$ cat config.mk
export PLATFORM = sky130hd
export DESIGN_NAME = avm_read_master
export DESIGN_NICKNAME = d
export VERILOG_FILES = /design/src/rtl/avm_read_master.sv
export SDC_FILE = /design/constraint.sdc
export NUM_CORES = 1
export LEC_CHECK = 0
export BUFFER_PORTS_ARGS = -buffer_cell sky130_fd_sc_hd__buf_2
export CORE_AREA = 2 2 177 179
export CTS_BUF_LIST = sky130_fd_sc_hd__clkbuf_4
export CTS_CLUSTER_SIZE = 14
export DETAILED_ROUTE_END_ITERATION = 12
export DIE_AREA = 0 0 179 181
export GPL_TIMING_DRIVEN = 1
export PLACE_DENSITY = 0.66
export SLEW_MARGIN = 25
export SYNTH_ARGS = -nofsm -noshare
export SYNTH_HDL_FRONTEND = slang
export SYNTH_SLANG_ARGS = --single-unit
$ cat constraint.sdc
create_clock -name clk -period 4.65 [get_ports clk]
set_clock_uncertainty 0.1 [all_clocks]
set_input_delay 0.465 -clock clk [delete_from_list [all_inputs] [get_ports clk]]
set_output_delay 0.465 -clock clk [all_outputs]
set_load 0.02 [all_outputs]
$ cat src/rtl/avm_read_master.sv
// avm_read_master: Avalon-MM burst-less read master feeding an Avalon-ST sink
// through a first-word-fall-through response FIFO. Reads are credit-limited so
// the FIFO can never overflow.
// Build option: define AVM_RD_PIPELINE_EN to allow up to 4 reads in flight;
// otherwise each read waits for its response before the next one issues.
module avm_read_master #(
    parameter int FIFO_DEPTH = 8
) (
    input  logic        clk,
    input  logic        aclr,
    input  logic        start,
    input  logic [31:0] base_addr,
    input  logic [15:0] word_count,
    output logic        busy,
    output logic        done,
    output logic [31:0] avm_address,
    output logic        avm_read,
    input  logic        avm_waitrequest,
    input  logic [31:0] avm_readdata,
    input  logic        avm_readdatavalid,
    output logic [31:0] st_data,
    output logic        st_valid,
    input  logic        st_ready
);

    localparam int AW = $clog2(FIFO_DEPTH);
    localparam int CW = AW + 1;
`ifdef AVM_RD_PIPELINE_EN
    localparam int MAX_OUT = 4;
`else
    localparam int MAX_OUT = 1;
`endif

    typedef enum logic [1:0] {IDLE, READ, DRAIN} state_t;

    state_t          state, state_nxt;
    logic [31:0]     addr_q;
    logic [15:0]     remaining_q;
    logic [CW-1:0]   out_q;
    logic [CW-1:0]   cnt_q;
    logic [AW-1:0]   wr_ptr, rd_ptr;
    logic [31:0]     mem [FIFO_DEPTH];
    logic            done_q;

    logic            accept, zero_cmd, credit, issue, push, pop, drained;

    // Credit: words in flight plus words buffered must leave room in the FIFO.
    // Both terms only shrink during a stall, so avm_read stays asserted.
    always_comb begin
        accept   = (state == IDLE) && start && (word_count != 16'd0);
        zero_cmd = (state == IDLE) && start && (word_count == 16'd0);
        credit   = (({1'b0, out_q} + {1'b0, cnt_q}) < (CW+1)'(FIFO_DEPTH)) &&
                   (out_q < CW'(MAX_OUT));
        issue    = avm_read && !avm_waitrequest;
        push     = avm_readdatavalid && (state != IDLE);
        pop      = st_valid && st_ready;
        drained  = (state == DRAIN) && (out_q == '0) && (cnt_q == '0);
    end

    // State register
    always_ff @(posedge clk or posedge aclr) begin
        if (aclr) state <= IDLE;
        else      state <= state_nxt;
    end

    // Next-state logic
    always_comb begin
        state_nxt = state;
        case (state)
            IDLE:    if (accept) state_nxt = READ;
            READ:    if (issue && (remaining_q == 16'd1)) state_nxt = DRAIN;
            DRAIN:   if (drained) state_nxt = IDLE;
            default: state_nxt = IDLE;
        endcase
    end

    // Outputs decoded from state and FIFO level
    always_comb begin
        busy        = (state != IDLE);
        done        = done_q;
        avm_read    = (state == READ) && credit;
        avm_address = addr_q;
        st_valid    = (cnt_q != '0);
        st_data     = st_valid ? mem[rd_ptr] : 32'd0;
    end

    // Command latch, address walk, outstanding/level counters, done pulse
    always_ff @(posedge clk or posedge aclr) begin
        if (aclr) begin
            addr_q      <= 32'd0;
            remaining_q <= 16'd0;
            out_q       <= '0;
            cnt_q       <= '0;
            wr_ptr      <= '0;
            rd_ptr      <= '0;
            done_q      <= 1'b0;
        end else begin
            done_q <= zero_cmd || drained;
            if (accept) begin
                addr_q      <= base_addr & 32'hFFFF_FFFC;
                remaining_q <= word_count;
            end else if (issue) begin
                addr_q      <= addr_q + 32'd4;
                remaining_q <= remaining_q - 16'd1;
            end
            if (issue && !push)      out_q <= out_q + CW'(1);
            else if (!issue && push) out_q <= out_q - CW'(1);
            if (push && !pop)        cnt_q <= cnt_q + CW'(1);
            else if (!push && pop)   cnt_q <= cnt_q - CW'(1);
            if (push) wr_ptr <= wr_ptr + AW'(1);
            if (pop)  rd_ptr <= rd_ptr + AW'(1);
        end
    end

    // FIFO storage; contents need no reset since the level gates st_data
    always_ff @(posedge clk) begin
        if (push) mem[wr_ptr] <= avm_readdata;
    end

endmodule

==> metrics.txt <==
P_leak 6.04 nW; Critical R2R Launch out_q[3]; vias in the first global route 8,742; Fmax 285 MHz; Max Slew Vio Count 0; RSZ-0062 raised after global routing false; Finished Layout Cells 1,564; fin nets 1,215; DR DRC count 0; EDFF count, synth 256; register area share after synthesis 68.5%; slowest CP cell dfrtp_4; Overall Global Routing Usage 19.0%; post-CTS sizing 0; share of cells above drive strength 1 32.7%; post-synth cell types 55; slowest stage delay, CP 0.91 ns; CTS tree built; Max VDD drop 0.000452 V; first-pass iteration count of the detailed router 5; Cell Rows 64; P per Cell Area 594 nW/um2; root buffer cell clkbuf_4; area delta synth->final 22.6%; Max FO, Critical Path 37; Setup crit end kind output pin; Async SR Flop Fraction 19.7%; die area 32,400 um2; setup tns final 0 ns; slew margin rel. 36.3%; Max Root-Sink Buffers 3; Placed Instances 1,346; First DRT Iteration DRCs 541; filler instances 2,450; Hold Startpoint base_addr[25]; Post-CTS Setup Repair Bufs 0; min Tclk post-route 3.51 ns; share of Yosys cell area claimed by the top area cell type 56.9%; CTS buffer count 82; initial antenna violation count 3; Slew @ Worst Pin 0.950 ns; clk_lat worst skew 0.71 ns; Vias/cell 5.40; Final Hold Vio Count 0; final WL 30.3 mm; post-synth top area cell edfxtp_1; clk sink count 319; Avg Cell Area, Syn 16.4 um2; Die Wd 179 um; post-route ant nets 0; Largest delay share family, worst path flip-flops; Worst Hold Class in -> reg; largest cells by area after synthesis edfxtp_1 (57%), dfrtp_1 (12%), mux4_2 (11%); Routed WL per cell 19.4 um; Initial Util 44.5%; Tcrit/Tclk final 75.6%; H-tree Lvls 3; critical path data arrival time 2.95 ns; largest net degree at the start of global routing 52; commonest cells in the netlist edfxtp_1 (256), mux4_2 (64), dfrtp_1 (63); Detailed Place HPWL 17.6 mm; IO Pins 154; via count 8,452; Buffers & Inverters on Critical Path 2; worst endpoint required time 4.09 ns; MaxCap Viol Count 0; status finished clean; grt total ovfl 0; Die H 181 um; first-pass GRT wire length 47.0 mm; Synthesis Warnings 0; port bufs 149; most common cell in the netlist edfxtp_1; CP cell instances buf_12 -> mux4_2 -> mux2i_1 -> nor2_1 -> buf_2; ys flop type edfxtp_1; Final Setup Violations 0; startpoint class of the critical path flop; synthesized cell area 13,500 um2; crit path kind reg -> out; CORE AREA 30,300 um2; Critical Path Start rd_ptr[0]; hold_buf cts 79; Yosys reg bits 319; RD Place Congestion 0.830; Clk pin slew, worst setup/hold paths 0.07 ns; cell count after synthesis 823
## power breakdown
part | switching, mW | total [mW] | internal (mW)
clock network | 1.11 | 2.19 | 1.08
registers | 0.627 | 4.30 | 3.67
logic | 1.86 | 3.35 | 1.49
total | 3.60 | 9.84 | 6.25
## worst paths after layout
kind | to | slack, ns | cells after the start
worst min register to register | done | 0.38 | 1
min in group asynchronous | remaining_q[12] | 0.25 | 3
max in group asynchronous | avm_address[16] | 3.22 | 4
worst max-delay path | st_data[11] | 1.14 | 5
worst min-delay path | avm_address[25] | 0.09 | 4
worst max register to register | out_q[2] | 1.67 | 9
## state kept, by name, indices dropped and copies added (netlist names)
signal       cells
mem            256
avm_address     30
remaining_q     16
cnt_q            4
out_q            4
rd_ptr           3
wr_ptr           3
state            2
done             1
## worst reg2reg max path, delay by kind of cell, from the launching register on
family | cells | cell delay [ns]
buf+inv | 1 | 0.38
fa+ha+maj | 2 | 0.66
flops | 1 | 0.42
simple gates | 4 | 0.96
xor+xnor | 1 | 0.14
mux | 1 | 0.20
## kinds of logic (layout without fill, tap and decap cells)
kind of cell / count (synthesis) / in the layout / share of synthesized area, %
DFF: 319 / 319 / 68.5
and+or+nand+nor: 221 / 221 / 8.46
muxes: 112 / 112 / 14.3
AOI/OAI and AO/OA: 73 / 73 / 3.85
buffers and inverters: 61 / 402 / 2.03
xor gates and xnor gates: 21 / 21 / 1.36
adders and majority gates: 15 / 15 / 1.44
other: 1 / 5 / 0.0277
## placed cells by master (no fill, tap or decap), drive strengths merged, types with 14 or more instances in the layout
cell type	synthesis	layout
mux2i	42	42
nor2	58	58
dfrtp	63	63
clkinv	0	25
nor3	18	18
edfxtp	256	256
ha	14	14
clkbuf	18	106
nor4	22	22
inv	20	24
dlygate4sd3	0	79
mux4	64	64
nand3	28	28
buf	23	168
o21ai	16	16
a221o	15	15
nand2	46	46
## per-layer routing
layer,share of wire (%),up-vias,track usage [%]
met3,5.9,53,4.06
li1,-,3917,-
met1,43,4202,25.4
met5,0,-,0
met4,2.1,0,6.11
met2,49,280,31.1
## metrics by stage
step	util (%)	worst slack (ns)	instance area (um2)	hold slack (ns)	power [mW]
after detailed placement	48.7	1.69	14800	0.377	7.71
after global placement	48.7	1.72	14800	0.372	7.65
final	54.6	1.14	16600	0.0874	9.84
after global routing	54.6	0.890	16600	0.0671	10.5
after CTS	54.5	1.01	16500	0.0189	9.98
after floorplan	-	0.211	13500	0.343	6.55
## final cells by class
cell class / instances / area, um2 / share of cell area [%]
diodes: 3 / 7.51 / 0.0453
clock buffers: 106 / 796 / 4.80
clock inverters: 29 / 158 / 0.951
inverters: 20 / 75.1 / 0.453
multi-input cells: 444 / 4050 / 24.4
flip-flops and latches: 319 / 9270 / 55.9
well taps: 396 / 495 / 2.99
repair buffers: 247 / 1720 / 10.4
(Power assumes the default switching activity.)
